$ cat src/rtl/decode_queue.sv
// Instruction decode queue: decodes each 32-bit word as it is accepted, buffers up to
// DEPTH decoded entries in FIFO order, and presents the head entry to the execute side.
module decode_queue #(
    parameter int REG_ADDR_W  = 3,
    parameter int NUM_OPCODES = 12,
    parameter int DEPTH       = 2,
    parameter int OFFSET_W    = 32
) (
    input  logic                    CLK,
    input  logic                    RESET,
    input  logic                    FLUSH,
    input  logic                    IN_VALID,
    output logic                    IN_READY,
    input  logic [31:0]             INSTRUCTION,
    output logic                    OUT_VALID,
    input  logic                    OUT_READY,
    output logic [7:0]              OPCODE,
    output logic [REG_ADDR_W-1:0]   READREG1,
    output logic [REG_ADDR_W-1:0]   READREG2,
    output logic [REG_ADDR_W-1:0]   WRITEREG,
    output logic [7:0]              IMMEDIATE,
    output logic [OFFSET_W-1:0]     BRANCH_OFFSET,
    output logic                    ILLEGAL,
    output logic [$clog2(DEPTH):0]  COUNT
);

    localparam int PW = $clog2(DEPTH);
    localparam int CW = PW + 1;
    localparam logic [8:0] NUM_OPC = 9'(NUM_OPCODES);

    typedef struct packed {
        logic [7:0]            opcode;
        logic [REG_ADDR_W-1:0] readreg1;
        logic [REG_ADDR_W-1:0] readreg2;
        logic [REG_ADDR_W-1:0] writereg;
        logic [7:0]            immediate;
        logic [OFFSET_W-1:0]   branch_offset;
        logic                  illegal;
    } entry_t;

    // Decode is done on the write side so the head outputs are pure storage reads.
    function automatic entry_t decode(input logic [31:0] instr);
        entry_t e;
        e.opcode        = instr[31:24];
        e.readreg1      = instr[16 +: REG_ADDR_W];
        e.readreg2      = instr[0 +: REG_ADDR_W];
        e.writereg      = instr[8 +: REG_ADDR_W];
        e.immediate     = instr[7:0];
        e.branch_offset = {{(OFFSET_W-10){instr[23]}}, instr[23:16], 2'b00};
        e.illegal       = ({1'b0, instr[31:24]} >= NUM_OPC);
        return e;
    endfunction

    entry_t          mem [DEPTH];
    logic [PW-1:0]   wr_ptr;
    logic [PW-1:0]   rd_ptr;
    logic [CW-1:0]   count;
    logic [CW-1:0]   count_next;
    logic            push;
    logic            pop;
    entry_t          head;
    logic            unused_instr_bits;

    // Handshake: a transfer happens on an edge where valid && ready are both high;
    // ready depends only on registered state, never on the partner's valid.
    assign IN_READY  = (count != CW'(DEPTH));
    assign OUT_VALID = (count != '0);
    assign push      = IN_VALID && IN_READY;
    assign pop       = OUT_VALID && OUT_READY;
    assign COUNT     = count;
    assign head      = mem[rd_ptr];
    assign unused_instr_bits = ^INSTRUCTION;

    always_comb begin
        count_next = count;
        case ({push, pop})
            2'b10:   count_next = count + CW'(1);
            2'b01:   count_next = count - CW'(1);
            default: count_next = count;
        endcase
    end

    // Flush and reset share the same clearing path; reset wins simply by also clearing.
    always_ff @(posedge CLK) begin
        if (RESET || FLUSH) begin
            wr_ptr <= '0;
            rd_ptr <= '0;
            count  <= '0;
        end else begin
            if (push) wr_ptr <= wr_ptr + PW'(1);
            if (pop)  rd_ptr <= rd_ptr + PW'(1);
            count <= count_next;
        end
    end

    always_ff @(posedge CLK) begin
        if (!RESET && !FLUSH && push) mem[wr_ptr] <= decode(INSTRUCTION);
    end

    always_comb begin
        OPCODE        = '0;
        READREG1      = '0;
        READREG2      = '0;
        WRITEREG      = '0;
        IMMEDIATE     = '0;
        BRANCH_OFFSET = '0;
        ILLEGAL       = 1'b0;
        if (OUT_VALID) begin
            OPCODE        = head.opcode;
            READREG1      = head.readreg1;
            READREG2      = head.readreg2;
            WRITEREG      = head.writereg;
            IMMEDIATE     = head.immediate;
            BRANCH_OFFSET = head.branch_offset;
            ILLEGAL       = head.illegal;
        end
    end

endmodule

$ cat config.mk
export PLATFORM = sky130hd
export DESIGN_NAME = decode_queue
export DESIGN_NICKNAME = d
export VERILOG_FILES = /design/src/rtl/decode_queue.sv
export SDC_FILE = /design/constraint.sdc
export NUM_CORES = 1
export LEC_CHECK = 0
export CORE_MARGIN = 3
export CORE_UTILIZATION = 30
export DETAILED_ROUTE_END_ITERATION = 10
export GPL_ROUTABILITY_DRIVEN = 1
export GPL_TIMING_DRIVEN = 0
export PLACE_DENSITY_LB_ADDON = 0.12
export RECOVER_POWER = 100
export SLEW_MARGIN = 40
export SYNTH_ARGS = -nofsm -noshare
export SYNTH_HDL_FRONTEND = slang
export SYNTH_SLANG_ARGS = --single-unit
export TNS_END_PERCENT = 1
$ cat constraint.sdc
create_clock -name CLK -period 3.5 [get_ports CLK]
set_input_delay 0.7 -clock CLK [delete_from_list [all_inputs] [get_ports CLK]]
set_output_delay 0.7 -clock CLK [all_outputs]
set_load 0.01 [all_outputs]
==> out/results.ini, run 1 <==
[outcome]
outcome = complete, no violations

[clocking]
ctsHoldBuffers = 0
clkLatencyLatePin_ps = 320
cts-root-buf = clkbuf_8
path_clk_slew_ps = 60
cts_sinks = 61
numCtsBuffers = 9
cts-resized-gates = 0
cts_tree = built
postCtsSetupRepairBufs = 0
clockBufferDepth = 2
h-tree-depth = 3

[setup_path]
cp_max_fo = 23
worstPathArrival_ps = 2540
path_delay_family = buffers and inverters
required_ps = 2800
cpPeakStageDelay_ps = 590
crit_chain = buf_4 > buf_4 > mux2i_1 > nor2_2 > buf_4 > clkdlybuf4s50_1
endpoint_kind = output port
crit_cells = 6
rr_worst_depth = 5
path_buf_inv = 4
crit_end = BRANCH_OFFSET[13]
rr_endpoint = mem[0][49]$_DFFE_PP_
rr_startpoint = COUNT[0]$_SDFFE_PP0P_
slowest_stage = nor2_2
r2r_slack_ps = 1010
start_kind = flop
crit_type = flop to output port
cpMostUsedCell = buf_4

[global_routing]
antenna_found_initial = 0
grt_usage_pct = 10.8
grt_pass1_wl_mm = 8.03
grt_max_degree = 24
gr-total-overflow = 0
first_global_vias = 1621

[min_path]
hold_path_depth = 2
hp-class = flop to flop

[flow_run]
cap_violations = 0

[layout]
syn_to_final_growth_pct = 47.4
antennaDiodeCount = 0
drive_gt1_share_pct = 14.9
multi_input_area_um2 = 528
num-nets-final = 330
regArea_mm2 = 0.00178
fill_cells = 785
post-route-util_pct = 45.8
final_area_mm2 = 0.00380

[place]
io_buffers = 91
gp_congestion = 0.640
placed_cell_area_mm2 = 0.00369
place_hpwl_mm = 3.78

[yosys]
yosysSeqAreaShare_pct = 69.1
avgSynthCellArea_um2 = 14.3
yosysWarnings = 0
synth_area_mm2 = 0.00258
ys_ff_latch = 61
synth_cell_types = 22
synthCells = 181

[drt]
drtAntennaViolNets = 0
routed_wl_mm = 4.99
drc = 0
vias_per_cell = 4.14
drtIter0Drc = 15
vias = 1659
dr.pass1.iters = 4
wl_per_cell_um = 12.4

[floorplanning]
initial_utilization_pct = 31.1
core.rowCount = 33
die_w_um = 98.7
die_area_mm2 = 0.00975
die_y_um = 98.7
pin_count = 99
core_area_mm2 = 0.00830

[timing]
period_needed_ps = 3240
slew-limit-headroom_pct = 49.2
skew_ps = 7.86
report.final.hold_viol_count = 0
rsz0062_at_grt = no
finalCritPeriodShare_pct = 92.6
worstMarginPinSlew_ps = 761
setup_viol = 0
slew_violations = 0
hold_slack_ps = 511
fmax_mhz = 309

[pwr]
p_leak_nw = 1.43
p_seq_share_pct = 54.6
switching_share_pct = 21.8
power.internal_mw = 1.17
power.switching_mw = 0.326
clkPwrFrac_pct = 31.7
power_frac_comb_pct = 13.7
ir_drop_uv = 193
finalPower_mw = 1.50
cellPowerDensity_mw_per_mm2 = 393

power by group through the flow:
| stage | sequential (mW) | clock, mW | combinational [mW] |
|---|---|---|---|
| 2_1_floorplan | 0.832 | 0 | 0.0962 |
| 3_3_place_gp | 0.833 | 0 | 0.222 |
| 3_5_place_dp | 0.832 | 0 | 0.228 |
| 4_1_cts | 0.816 | 0.496 | 0.228 |
| 5_1_grt | 0.817 | 0.535 | 0.225 |
| 6_report | 0.816 | 0.474 | 0.205 |
registers in the layout, summed over array words and instances (netlist names), named ones only:
signal  flops
rd_ptr      1
wr_ptr      1
mem        56
COUNT       2
per-layer routing:
| metal | global-route usage, % | routed length [um] | up-vias |
|---|---|---|---|
| met5 | 0 | 0 | - |
| met4 | 5.67 | 106 | 0 |
| met3 | 4.18 | 367 | 11 |
| met2 | 17.2 | 2490 | 61 |
| met1 | 12.5 | 2030 | 760 |
| li1 | - | - | 827 |
cell usage after synthesis:
| library cell | number | area [um^2] |
|---|---|---|
| a21o_1 | 1 | 7.51 |
| a21oi_1 | 2 | 10.0 |
| buf_2 | 2 | 10.0 |
| buf_4 | 33 | 248 |
| clkbuf_1 | 2 | 7.51 |
| conb_1 | 1 | 3.75 |
| dfxtp_1 | 5 | 100 |
| edfxtp_1 | 56 | 1680 |
| ha_1 | 1 | 12.5 |
| inv_1 | 3 | 11.3 |
| mux2i_1 | 28 | 280 |
| nand2_1 | 3 | 11.3 |
| nand2b_1 | 1 | 6.26 |
| nand3_1 | 1 | 5.00 |
| nor2_1 | 32 | 120 |
| nor3_1 | 2 | 10.0 |
| nor4_1 | 1 | 6.26 |
| o21ai_0 | 2 | 10.0 |
| or2_2 | 1 | 6.26 |
| or3_1 | 1 | 6.26 |
| xnor2_1 | 1 | 8.76 |
| xor2_1 | 2 | 17.5 |
kinds of logic (layout without fill, tap and decap cells):
family                     after synthesis  in the layout  synth area share (%)
and+or+nand+nor                         42             42                  6.64
buffers and inverters                   40            154                  10.7
adders and majority gates                1              1                 0.485
AOI/OAI and AO/OA                        5              5                  1.07
xor gates and xnor gates                 3              3                  1.02
other                                    1              2                 0.145
DFF                                     61             61                  69.1
muxes                                   28             28                  10.9
cell type report:
class | instances | share of cell area (%)
buffer | 37 | 6.91
clock buffer | 10 | 3.36
clock inverter | 5 | 0.494
inverter | 3 | 0.296
multi-input combinational | 81 | 13.9
sequential | 61 | 46.9
tap | 105 | 3.46
timing repair buffer | 99 | 24.7
worst min path at each step:
stage	from	end
floorplan	rd_ptr$_SDFFE_PP0P_	flop
global placement	rd_ptr$_SDFFE_PP0P_	rd_ptr$_SDFFE_PP0P_
detailed placement	rd_ptr$_SDFFE_PP0P_	flop
CTS	rd_ptr$_SDFFE_PP0P_	flop
global route	rd_ptr$_SDFFE_PP0P_	rd_ptr$_SDFFE_PP0P_
finish	rd_ptr$_SDFFE_PP0P_	flop
cell usage in the layout, fill, tap and decap left out, drive strengths merged, types with 3 or more instances in the layout:
cell	n
mux2i	28
clkdlybuf4s50	27
dfxtp	5
edfxtp	56
buf	33
clkinv	5
clkbuf	22
nor2	32
dlygate4sd3	64
inv	3
nand2	3
worst min-delay path, stage by stage, from the launching register on:
cell	delay, ps
dfxtp_1	320
xor2_1	80
nor2_1	80
through the flow:
| step | instances | setup slack (ps) | setup TNS [ps] |
|---|---|---|---|
| 6_report | 401 | 260 | 0 |
| 5_1_grt | 401 | 12.6 | 0 |
| 4_1_cts | 401 | 169 | 0 |
| 3_5_place_dp | 386 | 535 | 0 |
| 3_3_place_gp | 378 | -1870 | -104320 |
| 2_1_floorplan | 182 | -76.9 | -4310 |
(Power assumes the default switching activity.)
==> run 2, diff against run 1 <==
CTS_BUF_LIST = sky130_fd_sc_hd__clkbuf_8   (was not set)
==> out/results.ini, run 2 (synthesis gave the netlist of run 1 again) <==
[place]
dp_slack_ps = 535
gp_congestion = 0.640
dp.cells = 386
placed_cell_area_mm2 = 0.00369
place_hpwl_mm = 3.78
io_buffers = 91

[floorplanning]
die_area_mm2 = 0.00975
die_y_um = 98.7
initial_utilization_pct = 31.1
core_area_mm2 = 0.00830
pin_count = 99
core.rowCount = 33
die_w_um = 98.7

[layout]
stdcell_count = 401
num-nets-final = 330
fill_cells = 785
post-route-util_pct = 45.8
final_area_mm2 = 0.00380
largest_register_ff_count = 56
antennaDiodeCount = 0
layout_commonest_cell = dlygate4sd3_1
syn_to_final_growth_pct = 47.4
largest-register = mem
drive_gt1_share_pct = 14.9
final_cell_mix = dlygate4sd3_1 (64), edfxtp_1 (56), buf_4 (33), nor2_1 (31), mux2i_1 (28)

[setup_path]
worstPathArrival_ps = 2540
required_ps = 2800
rr_worst_depth = 5
cpMostUsedCell = buf_4
rr_startpoint = COUNT[0]$_SDFFE_PP0P_
cp_max_fo = 23
cpPeakStageDelay_ps = 590
rr_endpoint = mem[0][49]$_DFFE_PP_
path_delay_family = buffers and inverters
start_kind = flop
slowest_stage = nor2_2
crit_type = flop to output port
path_buf_inv = 4
endpoint_kind = output port
crit_chain = buf_4 > buf_4 > mux2i_1 > nor2_2 > buf_4 > clkdlybuf4s50_1
r2r_slack_ps = 1010

[timing]
slew-limit-headroom_pct = 49.2
setup_viol = 0
slew_violations = 0
report.final.hold_viol_count = 0
fmax_mhz = 309
setup_ws_ps = 260
finalCritPeriodShare_pct = 92.6
period_needed_ps = 3240
skew_ps = 7.86
worstMarginPinSlew_ps = 761
rsz0062_at_grt = no

[clocking]
cts-resized-gates = 0
numCtsBuffers = 9
path_clk_slew_ps = 60
cts_sinks = 61
clkLatencyLatePin_ps = 320
clockBufferDepth = 2
postCtsSetupRepairBufs = 0
cts_tree = built
h-tree-depth = 3
cts-root-buf = clkbuf_8
ctsHoldBuffers = 0

[drt]
dr.pass1.iters = 4
routed_wl_mm = 4.98
vias = 1661
drc = 0
drtAntennaViolNets = 0
drtIter0Drc = 15
vias_per_cell = 4.14
wl_per_cell_um = 12.4

[global_routing]
antenna_found_initial = 0
grt_usage_pct = 10.8
grt_pass1_wl_mm = 8.03
grt_max_degree = 24
first_global_vias = 1621
gr-total-overflow = 0

[pwr]
cellPowerDensity_mw_per_mm2 = 392
ir_drop_uv = 193
p_leak_nw = 1.43

[flow_run]
cap_violations = 0

[min_path]
hold_path_depth = 2
min_from = rd_ptr$_SDFFE_PP0P_
hp-class = flop to flop

[outcome]
outcome = complete, no violations

==> run 2: cell type report <==
type,count,area [um^2],area share [%]
buffer,37,263,6.91
clock buffer,9,124,3.26
clock inverter,6,22.5,0.592
inverter,3,11.3,0.296
multi-input combinational,81,528,13.9
sequential,61,1780,46.9
tap,105,131,3.46
timing repair buffer,99,941,24.7
==> run 2: power breakdown <==
part	total (mW)	switching, mW	internal (mW)
clock	0.471	0.233	0.238
sequential	0.816	0.00459	0.812
combinational	0.205	0.0872	0.118
==> run 2: per-layer routing <==
metal | wire length (um) | vias to the layer above | GRT usage, %
li1 | - | 828 | -
met1 | 2020 | 761 | 12.5
met2 | 2490 | 61 | 17.2
met3 | 367 | 11 | 4.18
met4 | 106 | 0 | 5.67
met5 | 0 | - | 0
==> run 2: worst max-delay path by stage <==
stage	endpoint	slack (ps)	depth (start not counted)
2_1_floorplan	mem[0][0]$_DFFE_PP_	-80	3
3_3_place_gp	mem[0][43]$_DFFE_PP_	-1870	4
3_5_place_dp	BRANCH_OFFSET[13]	540	6
4_1_cts	BRANCH_OFFSET[13]	170	6
5_1_grt	BRANCH_OFFSET[16]	10	5
6_report	BRANCH_OFFSET[13]	260	6
==> run 2: stage by stage <==
step | power, mW | hold WS, ps | TNS, ps
floorplan | 0.929 | 472 | -4310
global placement | 1.06 | 487 | -104320
detailed placement | 1.06 | 496 | 0
CTS | 1.54 | 512 | 0
global route | 1.57 | 533 | 0
finish | 1.49 | 511 | 0
==> run 2: worst register-to-register path, stage by stage, from the launching register on <==
cell      delay (ps)
dfxtp_1          430
nand2b_1         210
nand2_1          120
nor3_1           590
clkbuf_1         420
clkbuf_1         390
==> run 3, diff against run 2 <==
CORE_MARGIN = 2   (was 3)
==> out/results.ini, run 3 (synthesis gave the netlist of run 1 again) <==
[floorplanning]
die_y_um = 96.7
pin_count = 99
die_area_mm2 = 0.00936
die_w_um = 96.7
core_area_mm2 = 0.00826
core.rowCount = 33
initial_utilization_pct = 31.2

[global_routing]
grt_pass1_wl_mm = 8.38
first_global_vias = 1725
grt_max_degree = 24
grt_usage_pct = 11.8
gr-total-overflow = 0
antenna_found_initial = 0

[timing]
finalCritPeriodShare_pct = 89.4
fmax_mhz = 320
slew_violations = 0
report.final.hold_viol_count = 0
slew-limit-headroom_pct = 41.0
skew_ps = 4.27
rsz0062_at_grt = no
worstMarginPinSlew_ps = 878
setup_viol = 0
period_needed_ps = 3130

[setup_path]
required_ps = 2800
r2r_slack_ps = 1060
worstPathArrival_ps = 2430
rr_endpoint = mem[0][44]$_DFFE_PP_
cpPeakStageDelay_ps = 630
endpoint_kind = output port
rr_worst_depth = 5
crit_chain = nor2_1 > clkbuf_1 > clkbuf_1 > nor2_1 > dlygate4sd3_1
start_kind = flop
crit_type = flop to output port
slowest_stage = dlygate4sd3_1
cp_max_fo = 10
rr_startpoint = COUNT[0]$_SDFFE_PP0P_

[layout]
drive_gt1_share_pct = 17.5
final_area_mm2 = 0.00387
final_cell_mix = dlygate4sd3_1 (61), edfxtp_1 (56), nor2_1 (31), clkdlybuf4s50_1 (30), mux2i_1 (28)
post-route-util_pct = 46.9
syn_to_final_growth_pct = 50.1
num-nets-final = 330
layout_commonest_cell = dlygate4sd3_1
antennaDiodeCount = 0
largest-register = mem
largest_register_ff_count = 56

[drt]
drc = 0
drtAntennaViolNets = 0
wl_per_cell_um = 12.9
vias = 1651
drtIter0Drc = 38
routed_wl_mm = 5.20
vias_per_cell = 4.11
dr.pass1.iters = 4

[pwr]
ir_drop_uv = 197
p_leak_nw = 1.46
cellPowerDensity_mw_per_mm2 = 433

[min_path]
min_from = rd_ptr$_SDFFE_PP0P_
hold_end = rd_ptr$_SDFFE_PP0P_
hp-class = flop to flop
hold_path_depth = 2

[clocking]
cts_tree = built
h-tree-depth = 3
clockBufferDepth = 2
clkLatencyLatePin_ps = 340
cts-root-buf = clkbuf_8
cts_sinks = 61
ctsHoldBuffers = 0
numCtsBuffers = 9
path_clk_slew_ps = 60

[place]
placed_cell_area_mm2 = 0.00369
place_hpwl_mm = 3.79
gp_congestion = 0.691
io_buffers = 91

[outcome]
outcome = complete, no violations

[flow_run]
cap_violations = 0

-- run 3: changes by cell type in the layout (fill, tap and decap cells not counted), moves of 3 or more --
| cell | change |
|---|---|
| clkbuf_4 | +22 |
| clkbuf_1 | -4 |
| clkdlybuf4s50_1 | +3 |
| dlygate4sd3_1 | -3 |
| clkinv_1 | -3 |
| buf_4 | -21 |
| clkbuf_2 | +3 |
-- run 3: through the flow --
stage	setup TNS (ps)	power, mW	setup WS [ps]	cells	hold slack [ps]
6_report	0	1.68	370	402	503
5_1_grt	0	1.75	162	402	555
4_1_cts	0	1.72	172	402	511
3_5_place_dp	0	1.06	532	386	495
3_3_place_gp	-105330	1.06	-1880	378	487
2_1_floorplan	-4310	0.929	-76.9	182	472
-- run 3: worst max-delay path by stage --
stage	start	end	slack (ps)	cells after the start
global route	COUNT[0]$_SDFFE_PP0P_	READREG2[0]	160	6
CTS	flop	BRANCH_OFFSET[30]	170	6
global placement	FLUSH	mem[1][42]$_DFFE_PP_	-1880	4
detailed placement	FLUSH	mem[0][42]$_DFFE_PP_	530	6
finish	COUNT[0]$_SDFFE_PP0P_	IMMEDIATE[1]	370	5
floorplan	FLUSH	mem[0][0]$_DFFE_PP_	-80	3
-- run 3: area by class of cell --
cell class | instances | area (um^2)
inverter | 3 | 11.3
clock inverter | 7 | 81.3
buffer | 37 | 263
clock buffer | 9 | 124
multi-input combinational | 81 | 533
sequential | 61 | 1780
tap | 105 | 131
timing repair buffer | 99 | 948
fill | 783 | 4380
-- run 3: worst max-delay path: cells and delay by family (launching register included) --
| kind | cells | cell delay, ps |
|---|---|---|
| buffers and inverters | 3 | 1460 |
| flip-flops | 1 | 360 |
| AND/OR/NAND/NOR | 2 | 260 |
-- run 3: what timing repair did --
item / in CTS / in global routing
setup buffers: 0 / 0
resized for setup: 0 / 1
setup endpoints to repair: 0 / 4
-- run 3: metal layers --
layer  share of wire (%)  wire length, um  global-route usage [%]
met5                   0                0                       0
met4                 2.7              139                    7.48
met3                 6.3              328                    4.26
met2                  50             2610                    19.2
met1                  41             2130                    13.0
-- run 3: report_power, final --
group,leakage [nW],internal [mW],switching (mW)
sequential,0.550,0.811,0.00483
combinational,0.796,0.117,0.0892
clock,0.109,0.391,0.264
